`src/rtl/hbm_wt_pkg.sv`:
```
// ----------------------------------------------------------------------------
// hbm_wt_pkg
//   Shared definitions for the HBM weight group packer: FSM state encoding
//   and the constant functions that size a group and a block.
// ----------------------------------------------------------------------------
package hbm_wt_pkg;

    typedef enum logic [1:0] {
        IDLE  = 2'd0,
        WT    = 2'd1,
        SCALE = 2'd2,
        DONE  = 2'd3
    } state_t;

    // Blocks per group: one scale beat carries this many scales.
    function automatic int group_blocks(input int axi_dw, input int scale_dw);
        return axi_dw / scale_dw;
    endfunction

    // Output beats needed to carry the weights of one quant block.
    function automatic int beats_per_block(input int t_quant_block, input int wt_dw,
                                           input int axi_dw);
        return (t_quant_block * wt_dw) / axi_dw;
    endfunction

    // Index width that never collapses to zero bits.
    function automatic int idx_width(input int n);
        return (n > 1) ? $clog2(n) : 1;
    endfunction

endpackage

```
`src/rtl/hbm_wt_group_packer_if.sv`:
```
// ----------------------------------------------------------------------------
// hbm_wt_group_packer_if
//   Stream bundle of the packer: quant-block input (in_*) and beat output
//   (out_*).
//   slave  : packer side  (consumes blocks, produces beats)
//   master : producer/consumer side (drives blocks, accepts beats)
// ----------------------------------------------------------------------------
interface hbm_wt_group_packer_if #(
    parameter int HBM_AXI_DATA_WIDTH = 256,
    parameter int T_QUANT_BLOCK      = 128,
    parameter int WT_DW              = 4,
    parameter int SCALE_DW           = 16
);
    logic                                in_valid;
    logic                                in_ready;
    logic [T_QUANT_BLOCK*WT_DW-1:0]      in_wt;
    logic [SCALE_DW-1:0]                 in_scale;
    logic                                out_valid;
    logic                                out_ready;
    logic [HBM_AXI_DATA_WIDTH-1:0]       out_data;
    logic                                out_last;

    modport slave (
        input  in_valid, in_wt, in_scale, out_ready,
        output in_ready, out_valid, out_data, out_last
    );

    modport master (
        output in_valid, in_wt, in_scale, out_ready,
        input  in_ready, out_valid, out_data, out_last
    );
endinterface

```
`src/rtl/hbm_scale_collector.sv`:
```
// ----------------------------------------------------------------------------
// hbm_scale_collector
//   Accumulates the scales of one group into a full-width scale beat.
//   Ports:
//     clk, rst_n : clock, asynchronous active-low reset
//     clr        : zero every slot (after a scale beat is sent)
//     wr_en      : write wr_scale into slot wr_slot
//     wr_slot    : slot index = position of the block within its group
//     wr_scale   : scale value to store
//     beat       : all slots, slot k at bits [SCALE_DW*k +: SCALE_DW]
// ----------------------------------------------------------------------------
module hbm_scale_collector
    import hbm_wt_pkg::*;
#(
    parameter int SCALE_DW     = 16,
    parameter int GROUP_BLOCKS = 16,
    parameter int SLOT_W       = idx_width(GROUP_BLOCKS)
) (
    input  logic                             clk,
    input  logic                             rst_n,
    input  logic                             clr,
    input  logic                             wr_en,
    input  logic [SLOT_W-1:0]                wr_slot,
    input  logic [SCALE_DW-1:0]              wr_scale,
    output logic [GROUP_BLOCKS*SCALE_DW-1:0] beat
);

    logic [GROUP_BLOCKS-1:0][SCALE_DW-1:0] slots_q;

    // NOTE: this storage is reset even though it is data, because unused slots
    // of a partial group must read back as zero straight out of reset.
    always_ff @(posedge clk or negedge rst_n) begin
        if (!rst_n) begin
            slots_q <= '0;
        end else if (clr) begin
            slots_q <= '0;
        end else if (wr_en) begin
            slots_q[wr_slot] <= wr_scale;
        end
    end

    assign beat = slots_q;

endmodule

```
`src/rtl/hbm_wt_group_packer.sv`:
```
// ----------------------------------------------------------------------------
// hbm_wt_group_packer
//   Packs INT4 quant blocks and their FP16 scales into HBM beats. Each row of
//   cfg_blocks blocks is emitted as groups of up to GROUP_BLOCKS blocks: the
//   weight beats of every block in the group (low channels first), then one
//   scale beat holding the group's scales. out_last marks the scale beat that
//   closes a row; done pulses once after the final row.
//   Ports:
//     clk, rst_n            : clock, asynchronous active-low reset
//     start                 : latch cfg_* and begin a job (ignored when busy)
//     cfg_blocks, cfg_rows  : blocks per row, rows per job (both >= 1)
//     bus (slave)           : in_valid/in_ready/in_wt/in_scale block input,
//                             out_valid/out_ready/out_data/out_last beat output
//     busy                  : job in progress
//     done                  : one-cycle pulse at job end
//     stall_cnt             : only with WT_PACK_STALL_CNT_EN defined; cycles
//                             with out_valid && !out_ready, cleared on start,
//                             saturating
// ----------------------------------------------------------------------------
module hbm_wt_group_packer
    import hbm_wt_pkg::*;
#(
    parameter int HBM_AXI_DATA_WIDTH = 256,
    parameter int T_QUANT_BLOCK      = 128,
    parameter int WT_DW              = 4,
    parameter int SCALE_DW           = 16
) (
    input  logic                       clk,
    input  logic                       rst_n,
    input  logic                       start,
    input  logic [15:0]                cfg_blocks,
    input  logic [15:0]                cfg_rows,
    hbm_wt_group_packer_if.slave       bus,
    output logic                       busy,
    output logic                       done
`ifdef WT_PACK_STALL_CNT_EN
    ,
    output logic [31:0]                stall_cnt
`endif
);

    localparam int GROUP_BLOCKS    = group_blocks(HBM_AXI_DATA_WIDTH, SCALE_DW);
    localparam int BEATS_PER_BLOCK = beats_per_block(T_QUANT_BLOCK, WT_DW, HBM_AXI_DATA_WIDTH);
    localparam int BEAT_W          = idx_width(BEATS_PER_BLOCK);
    localparam int SLOT_W          = idx_width(GROUP_BLOCKS);
    localparam int GRP_W           = $clog2(GROUP_BLOCKS + 1);

    localparam logic [GRP_W-1:0]  GRP_FULL  = GRP_W'(GROUP_BLOCKS);
    localparam logic [BEAT_W-1:0] LAST_BEAT = BEAT_W'(BEATS_PER_BLOCK - 1);

    state_t state_q, state_d;

    logic [15:0]       blocks_q;     // latched cfg_blocks
    logic [15:0]       rows_q;       // latched cfg_rows
    logic [15:0]       row_blk_q;    // blocks accepted in the current row
    logic [15:0]       row_cnt_q;    // current row index
    logic [GRP_W-1:0]  grp_cnt_q;    // blocks accepted in the current group

    logic [BEATS_PER_BLOCK-1:0][HBM_AXI_DATA_WIDTH-1:0] hold_q;
    logic              hold_valid_q;
    logic [BEAT_W-1:0] beat_q;       // next beat of hold_q to send

    logic [HBM_AXI_DATA_WIDTH-1:0] scale_beat;

    logic row_blocks_done, grp_full, last_row;
    logic start_ok, wt_last_fire, hold_fire, scale_fire, accept;
    logic in_ready, out_valid, out_last;
    logic [HBM_AXI_DATA_WIDTH-1:0] out_data;

    // A zero-sized job would wrap the row/block compares, so it never starts.
    assign start_ok        = (state_q == IDLE) && start && (cfg_blocks != 16'd0)
                             && (cfg_rows != 16'd0);
    assign row_blocks_done = (row_blk_q == blocks_q);
    assign grp_full        = (grp_cnt_q == GRP_FULL) || row_blocks_done;
    assign last_row        = (row_cnt_q == rows_q - 16'd1);

    assign hold_fire    = (state_q == WT) && hold_valid_q && bus.out_ready;
    assign wt_last_fire = hold_fire && (beat_q == LAST_BEAT);
    assign scale_fire   = (state_q == SCALE) && bus.out_ready;

    // Refill the holding register in the same cycle its last beat leaves, so
    // consecutive blocks of a group stream without bubbles.
    assign in_ready = (state_q == WT) && !grp_full && (!hold_valid_q || wt_last_fire);
    assign accept   = bus.in_valid && in_ready;

    // NOTE: every signal written here gets a default first, so no path through
    // the case statement can leave it unassigned and infer a latch.
    always_comb begin
        state_d   = state_q;
        out_valid = 1'b0;
        out_data  = '0;
        out_last  = 1'b0;
        done      = 1'b0;
        unique case (state_q)
            IDLE: begin
                if (start_ok) state_d = WT;
            end
            WT: begin
                out_valid = hold_valid_q;
                if (hold_valid_q) out_data = hold_q[beat_q];
                if (wt_last_fire && grp_full) state_d = SCALE;
            end
            SCALE: begin
                out_valid = 1'b1;
                out_data  = scale_beat;
                out_last  = row_blocks_done;
                if (bus.out_ready) begin
                    if (row_blocks_done && last_row) state_d = DONE;
                    else                             state_d = WT;
                end
            end
            DONE: begin
                done    = 1'b1;
                state_d = IDLE;
            end
            default: state_d = IDLE;
        endcase
    end

    assign busy          = (state_q != IDLE);
    assign bus.in_ready  = in_ready;
    assign bus.out_valid = out_valid;
    assign bus.out_data  = out_data;
    assign bus.out_last  = out_last;

    // NOTE: sequential state uses non-blocking assignments so every register
    // samples pre-edge values regardless of statement order.
    always_ff @(posedge clk or negedge rst_n) begin
        if (!rst_n) begin
            state_q      <= IDLE;
            blocks_q     <= '0;
            rows_q       <= '0;
            row_blk_q    <= '0;
            row_cnt_q    <= '0;
            grp_cnt_q    <= '0;
            hold_q       <= '0;
            hold_valid_q <= 1'b0;
            beat_q       <= '0;
        end else begin
            state_q <= state_d;
            if (start_ok) begin
                blocks_q     <= cfg_blocks;
                rows_q       <= cfg_rows;
                row_blk_q    <= '0;
                row_cnt_q    <= '0;
                grp_cnt_q    <= '0;
                hold_valid_q <= 1'b0;
                beat_q       <= '0;
            end else begin
                if (accept) begin
                    hold_q       <= bus.in_wt;
                    hold_valid_q <= 1'b1;
                    beat_q       <= '0;
                    row_blk_q    <= row_blk_q + 16'd1;
                    grp_cnt_q    <= grp_cnt_q + GRP_W'(1);
                end else if (hold_fire) begin
                    if (beat_q == LAST_BEAT) begin
                        hold_valid_q <= 1'b0;
                        beat_q       <= '0;
                    end else begin
                        beat_q <= beat_q + BEAT_W'(1);
                    end
                end
                if (scale_fire) begin
                    grp_cnt_q <= '0;
                    if (row_blocks_done && !last_row) begin
                        row_cnt_q <= row_cnt_q + 16'd1;
                        row_blk_q <= '0;
                    end
                end
            end
        end
    end

    hbm_scale_collector #(
        .SCALE_DW     (SCALE_DW),
        .GROUP_BLOCKS (GROUP_BLOCKS),
        .SLOT_W       (SLOT_W)
    ) u_scale (
        .clk      (clk),
        .rst_n    (rst_n),
        .clr      (scale_fire || start_ok),
        .wr_en    (accept),
        .wr_slot  (grp_cnt_q[SLOT_W-1:0]),
        .wr_scale (bus.in_scale),
        .beat     (scale_beat)
    );

`ifdef WT_PACK_STALL_CNT_EN
    always_ff @(posedge clk or negedge rst_n) begin
        if (!rst_n) begin
            stall_cnt <= '0;
        end else if (start_ok) begin
            stall_cnt <= '0;
        end else if (out_valid && !bus.out_ready && (stall_cnt != 32'hFFFF_FFFF)) begin
            stall_cnt <= stall_cnt + 32'd1;
        end
    end
`endif

endmodule

```
`src/flat_wrapper.sv`:
```
// flat-port wrapper written by rule: the top's interface ports become plain ports
module hbm_wt_group_packer_flat import hbm_wt_pkg::*;
#(
    parameter int HBM_AXI_DATA_WIDTH = 256,
    parameter int T_QUANT_BLOCK      = 128,
    parameter int WT_DW              = 4,
    parameter int SCALE_DW           = 16
)
  (clk, rst_n, start, cfg_blocks, cfg_rows, busy, done, bus_in_valid, bus_in_wt, bus_in_scale, bus_out_ready, bus_in_ready, bus_out_valid, bus_out_data, bus_out_last);
  hbm_wt_group_packer_if #(.HBM_AXI_DATA_WIDTH(HBM_AXI_DATA_WIDTH), .T_QUANT_BLOCK(T_QUANT_BLOCK), .WT_DW(WT_DW), .SCALE_DW(SCALE_DW)) bus_i ();
  input  logic clk;
  input  logic rst_n;
  input  logic start;
  input  logic [15:0] cfg_blocks;
  input  logic [15:0] cfg_rows;
  output logic busy;
  output logic done;
  input wire logic [$bits(bus_i.in_valid)-1:0] bus_in_valid;
  input wire logic [$bits(bus_i.in_wt)-1:0] bus_in_wt;
  input wire logic [$bits(bus_i.in_scale)-1:0] bus_in_scale;
  input wire logic [$bits(bus_i.out_ready)-1:0] bus_out_ready;
  output wire logic [$bits(bus_i.in_ready)-1:0] bus_in_ready;
  output wire logic [$bits(bus_i.out_valid)-1:0] bus_out_valid;
  output wire logic [$bits(bus_i.out_data)-1:0] bus_out_data;
  output wire logic [$bits(bus_i.out_last)-1:0] bus_out_last;
  assign bus_i.in_valid = bus_in_valid;
  assign bus_i.in_wt = bus_in_wt;
  assign bus_i.in_scale = bus_in_scale;
  assign bus_i.out_ready = bus_out_ready;
  assign bus_in_ready = bus_i.in_ready;
  assign bus_out_valid = bus_i.out_valid;
  assign bus_out_data = bus_i.out_data;
  assign bus_out_last = bus_i.out_last;
  hbm_wt_group_packer #(.HBM_AXI_DATA_WIDTH(HBM_AXI_DATA_WIDTH), .T_QUANT_BLOCK(T_QUANT_BLOCK), .WT_DW(WT_DW), .SCALE_DW(SCALE_DW)) u_core (.clk(clk), .rst_n(rst_n), .start(start), .cfg_blocks(cfg_blocks), .cfg_rows(cfg_rows), .bus(bus_i), .busy(busy), .done(done));
endmodule
```
`config.mk`:
```
export PLATFORM = sky130hd
export DESIGN_NAME = hbm_wt_group_packer_flat
export DESIGN_NICKNAME = d
export VERILOG_FILES = /design/src/rtl/hbm_wt_pkg.sv /design/src/rtl/hbm_wt_group_packer_if.sv /design/src/rtl/hbm_scale_collector.sv /design/src/rtl/hbm_wt_group_packer.sv /design/src/flat_wrapper.sv
export SDC_FILE = /design/constraint.sdc
export NUM_CORES = 2
export LEC_CHECK = 0
export BUFFER_PORTS_ARGS = -buffer_cell sky130_fd_sc_hd__buf_2
export CAP_MARGIN = 20
export CORE_ASPECT_RATIO = 0.8
export CORE_UTILIZATION = 35
export CTS_CLUSTER_SIZE = 24
export DETAILED_ROUTE_END_ITERATION = 16
export PLACE_DENSITY = 0.61
export SYNTH_ARGS = -nofsm -noshare
export SYNTH_HDL_FRONTEND = slang
export SYNTH_SLANG_ARGS = --single-unit
export TNS_END_PERCENT = 5
```
`constraint.sdc`:
```
create_clock -name clk -period 7.3 [get_ports clk]
set_input_delay 1.095 -clock clk [delete_from_list [all_inputs] [get_ports clk]]
set_output_delay 1.095 -clock clk [all_outputs]
set_load 0.005 [all_outputs]
```
* After elaboration in Yosys (flattened, before gate mapping)
Cells that the tools add are included.
** Cells by class
- Add/sub/neg operators :: 5
- $lt $le $gt $ge :: 3
- Eq/ne operators :: 9
- Multiplexer cells :: 35
- Bitwise operators :: 1
- Reduce and logical (&&, ||, !) cells :: 34
** Operator list (number)
- 256-bit 2-to-1 mux :: 5
- 256-bit one-hot mux with 2 select lines :: 1
- 256-bit bitwise mux :: 1
- 16-bit 2-to-1 mux :: 8
- 16-bit demux with 4-bit select :: 1
- 16-bit by 1-bit adder with 16-bit output (second input constant) :: 2
- 16-bit == test :: 2
- 16-bit nonzero test :: 2
- 16-bit by 1-bit subtractor with 16-bit output (second input constant) :: 1
- 5-bit 2-to-1 mux :: 3
- 1-bit logical AND :: 14
- 1-bit 2-to-1 mux :: 10
- 3-bit nonzero test :: 3
- 2-bit 2-to-1 mux :: 4
- 2-bit one-hot mux with 4 select lines :: 1
- 2-bit nonzero test :: 4
- 2-bit AND reduction :: 3
- 5-bit by 1-bit adder with 5-bit output (second input constant) :: 1
- 5-bit == test (second input constant) :: 1
- 4-bit by 5-bit < comparator with 1-bit output (second input constant) :: 1
- 2-bit == test (second input constant) :: 2
- 4-bit by 1-bit >= comparator with 1-bit output (second input constant) :: 1
- 2-bit inequality test (second input constant) :: 2
- 1-bit logical NOT :: 3
- 9 further kinds :: 11
** Word-level totals
- Register bits after elaboration :: 841
- Input port bits :: 565
- Output and inout port bits :: 261
- Word-level logic and storage cells :: 113

* Logic depth before layout (Yosys ltp)
- Depth after elaboration :: 11
- Gate-level depth with buffers :: 13
- Depth with buffers taken out :: 9

* Hierarchy
A second synthesis with hierarchy kept.
** Unflattened totals
- Cell total of the unflattened synthesis :: 3611
- Area, all modules :: 41300.9 µm²
** By module, submodules not included
- hbm_wt_group_packer :: times used 1, cells an instance 2715, area each 29941.2 µm², sequential area each 14639.0 µm²
- hbm_scale_collector :: times used 1, cells an instance 896, area each 11359.6 µm², sequential area each 6406.1 µm²

* Worst setup path after synthesis
Ideal clock, no wire load.
- Path kind :: input to register
- From :: input cfg_blocks[2]
- To :: register u_core.hold_q[431] (netlist name)
- Library setup time :: 0.125 ns
- Data arrival time :: 3.003 ns
- Data required time :: 7.175 ns
- Path slack :: 4.172 ns
- Stages on the path :: 8
- Path buffers :: 3
- Cell sequence :: nor4_1 -> nand4_1 -> and4_1 -> clkbuf_1 -> nor2_1 -> clkbuf_1 -> buf_2 -> mux2_2
** Between the ends
- Cells in the longest elaborated chain, start to end :: 5
** RTL lines
- start: declaration :: line flat_wrapper.sv:14 : input logic [15:0] cfg_blocks;
- 16-bit nonzero test :: line hbm_wt_group_packer.sv:71 : assign start_ok = (state_q == IDLE) && start && (cfg_blocks != 16'd0)
- 1-bit logical AND :: line hbm_wt_group_packer.sv:71
- 1-bit logical AND :: line hbm_wt_group_packer.sv:72 : && (cfg_rows != 16'd0);
- 1-bit inverter (no line)
- 2-bit AND reduction (no line)
- end signal: assignment :: line hbm_wt_group_packer.sv:151 : hold_q <= bus.in_wt;
- end: declaration :: line hbm_wt_group_packer.sv:59 : logic [BEATS_PER_BLOCK-1:0][HBM_AXI_DATA_WIDTH-1:0] hold_q;
Every way passes these cells.
A chain may end at the register's enable or synchronous reset.

* Final worst setup path
- From :: register u_core.state_q[1]
- To :: output bus_out_data[153]
** Between the ends
- Cells in the longest elaborated chain, start to end :: 2
- Elaborated cells between the ends (all ways) :: 3
- Those cells by class :: 2 x eq/ne; 1 x mux
** RTL lines
- start: declaration :: line hbm_wt_group_packer.sv:51 : state_t state_q, state_d;
- start signal: assignment :: line hbm_wt_group_packer.sv:140 : state_q <= state_d;
- 2-bit == test / 2-bit by 1-bit == test with 1-bit output (equally long branches) :: line hbm_wt_group_packer.sv:94 : unique case (state_q)
- 256-bit one-hot mux with 2 select lines (*) :: line hbm_wt_group_packer.sv:94
- end: declaration :: line flat_wrapper.sv:24 : output wire logic [$bits(bus_i.out_data)-1:0] bus_out_data;
Every way passes the cells marked *; elsewhere a longest branch is shown, timed or not.

==> reports/qor.txt <==
Starting density of the core: 35.4%
Die span in y: 304 um
Seq/Total Area, Yosys: 52.9%
Fraction of the mapped netlist area in adder cells: 0.377%
Drt wl/cell: 22.7 um
Placeable Area: 113000 um^2
Max Cap Viol: 0
Top cell type's share of synthesized area: 52.9%
VDD IR max: 213 uV
Worst setup path category: reg -> out
Critical Path Slowest Stage Cell: buf_4
Initial DRC Count: 2146
Final wirelength: 131000 um
Utilization after layout: 43.1%
CP Capture Type: output port
Int Power: 11.8 mW
Clock slew at the register clock pins of the worst setup and hold paths: 60 ps
Crit path largest cell delay: 800 ps
Finished Cell Area: 48500 um^2
Site row count: 110
Worst path arrival time: 4070 ps
Synth unique cells: 56
Simple-gate share of the synthesized area: 11.3%
FF-to-FF Start: u_core.state_q[1]
Initial antenna violation count: 26
CTS tree: built
Warnings from Yosys: 0
Tcrit/Tclk final: 70.7%
Status: finished clean
Area Growth Syn to Fin: 21.9%
Comb power frac: 32.5%
Prevailing post-synth register cell: dfrtp_1
CP top delay family: buffers and inverters
H-Tree Level Count: 3
Worst hold path class: in -> async
Vias per inst: 5.12
R2R Setup Slk: 3290 ps
Seq pwr share: 40.4%
GRT Residual Overflow: 0
Largest area contributor in the netlist: dfrtp_1
Global-route usage over all layers: 22.4%
Gate count of the mapped netlist: 3473
Clock Tree Root: clkbuf_16
Count leader, synth: dfrtp_1
# DRC: 0
Fin cells: 5761
Final Hold Viols: 0
CP Depth: 7
Area fraction in compound gates after synthesis: 7.02%
CP Launch Type: register
Worst reg2reg path depth: 12
Main combinational cell family by area after synthesis: multiplexers
Multiplexer area fraction after synthesis: 24.3%
Syn Nets: 4050
Worst slew pin tran: 1150 ps
Synthesized cell area: 39800 um^2
Vias in the first global route: 30417
Final Wtd Congestion: 0.825
Antenna-violating nets left: 0
PortBufs: 825
Register area: 21000 um^2
CP required: 6200 ps
Vias: 29480
Pre-CTS WS: 2840 ps
RSZ-0062 raised after global routing: no
Clk_skew: 22.1 ps
Final Max Slew Viols: 0
Postcts setup bufs: 0
Fill cells: 10930
Switching portion of total power: 33.9%
Skew-Pair Late Insertion Delay: 700 ps
Largest net degree at the start of global routing: 175
DRT Pass-1 Iters: 5
Max Buffers Root-to-Sink: 3
First-pass GRT wire length: 195000 um
Placed insts: 5584
Xor/xnor cell area share of the yosys netlist: 1.18%
Mean cell area of the mapped netlist: 11.5 um^2
Layout cells sized above 1: 36.8%
#FFs+latches synth: 841
Switch Pwr: 6.07 mW
Critical-path maximum fanout: 86
Clock Sink Count: 841
Post-synth EDFFs: 0
Achievable frequency: 0.194 GHz
Cell Pwr Density: 369 nW/um^2
Setup WS post-layout: 2140 ps
Area contributors post-synth: dfrtp_1 (53%), mux2_2 (14%), mux2i_1 (9.8%), and2_1 (4.1%), nand2_1 (3.5%)
Pleak: 22.5 nW
Worst-path cell chain: inv_1 -> ha_1 -> nand2_4 -> buf_4 -> o21ai_0 -> and2_1 -> buf_2
Setup TNS: 0 ps
Hold-fix buffers at CTS: 0
CTS Buf Count: 90
Area of the multi-input gates: 17700 um^2
Post-cts sizing count: 0
Final setup vio count: 0
Buf/Inv on CP: 3
Clock power frac: 27.2%
Worst r2r dst: u_core.hold_q[505]
Final min period: 5160 ps
Final nets: 4743
DP Wirelength: 87700 um
Ys async rst share: 100%
DIE AREA: 115000 um^2
Most instantiated cells after synthesis: dfrtp_1 (841), mux2_2 (512), mux2i_1 (390)
Die Wd: 379 um
Io pins: 826
Placed Area: 45300 um^2
Slew HR: 23.2%
-- sequential cells by signal, summed over array words and instances, names as in the netlist --
| signal | cells |
|---|---|
| u_core.hold_q | 512 |
| u_core.u_scale.beat | 256 |
| u_core.blocks_q | 16 |
| u_core.row_blk_q | 16 |
| u_core.row_cnt_q | 16 |
| u_core.rows_q | 16 |
| u_core.grp_cnt_q | 5 |
| u_core.state_q | 2 |
| u_core.beat_q | 1 |
| u_core.hold_valid_q | 1 |
-- through the flow --
step	hold slack, ps	power [mW]
floorplan	467	11.2
global placement	488	13.0
detailed placement	491	13.2
CTS	473	18.1
global route	438	18.9
finish	363	17.9
-- worst max path at each step --
stage                      start                 end  slack [ps]
2_1_floorplan      cfg_blocks[2]  u_core.hold_q[431]        4170
3_3_place_gp   u_core.state_q[1]   bus_out_data[153]        2850
3_5_place_dp   u_core.state_q[1]   bus_out_data[153]        2840
4_1_cts        u_core.state_q[1]   bus_out_data[153]        2070
5_1_grt        u_core.state_q[1]   bus_out_data[153]        1920
6_report       u_core.state_q[1]   bus_out_data[153]        2140
-- power groups by stage --
stage          clock network [mW]  logic [mW]  registers (mW)
4_1_cts                      4.97        5.88            7.21
2_1_floorplan                   0        4.27            6.92
3_3_place_gp                    0        5.73            7.23
6_report                     4.87        5.81            7.22
5_1_grt                      5.15        6.35            7.43
3_5_place_dp                    0        5.86            7.30
-- layer usage --
layer,global-route usage (%),vias to the layer above,routed length (um)
li1,-,13467,-
met1,29.9,14909,56800
met2,36.3,882,62000
met3,5.47,196,8650
met4,5.90,26,3160
met5,0,-,172
-- layout by cell type (no fill, tap or decap), drive strengths merged, types with 2 or more instances in the layout --
cell type  instances
nor2b              5
dfrtp            841
mux2i            390
nor2             168
diode              9
o21ai            275
bufinv             9
or2                2
or3b               2
or3               15
clkbuf           136
nand3             10
and2             264
buf              879
nand4             24
nor4b              3
and4               7
and3              10
or4                7
inv               20
xor2              19
nor3               6
mux2             512
a22o             126
ha                12
clkinv            14
o31ai              5
nand3b             4
nand2            376
a31oi              9
xnor2             32
and3b              3
a21oi             19
and4b              3
nor4              14
-- cells by family (layout without fill, tap and decap cells) --
kind of cell,Yosys count,count (layout)
AND/OR/NAND/NOR,926,926
AO/OA/AOI/OAI,448,448
multiplexers,902,902
other,0,9
XOR/XNOR,52,52
flip-flops,841,841
buffers and inverters,292,1059
adder cells (fa/ha/maj),12,12
-- cell type report --
type	instances	area share, %
flip-flops and latches	841	43.4
multi-input cells	2340	36.5
repair buffers	879	9.66
clock buffers	136	5.45
well taps	1512	3.90
clock inverters	30	0.970
inverters	14	0.108
diodes	9	0.0464
Power figures use the tool's default switching activity.
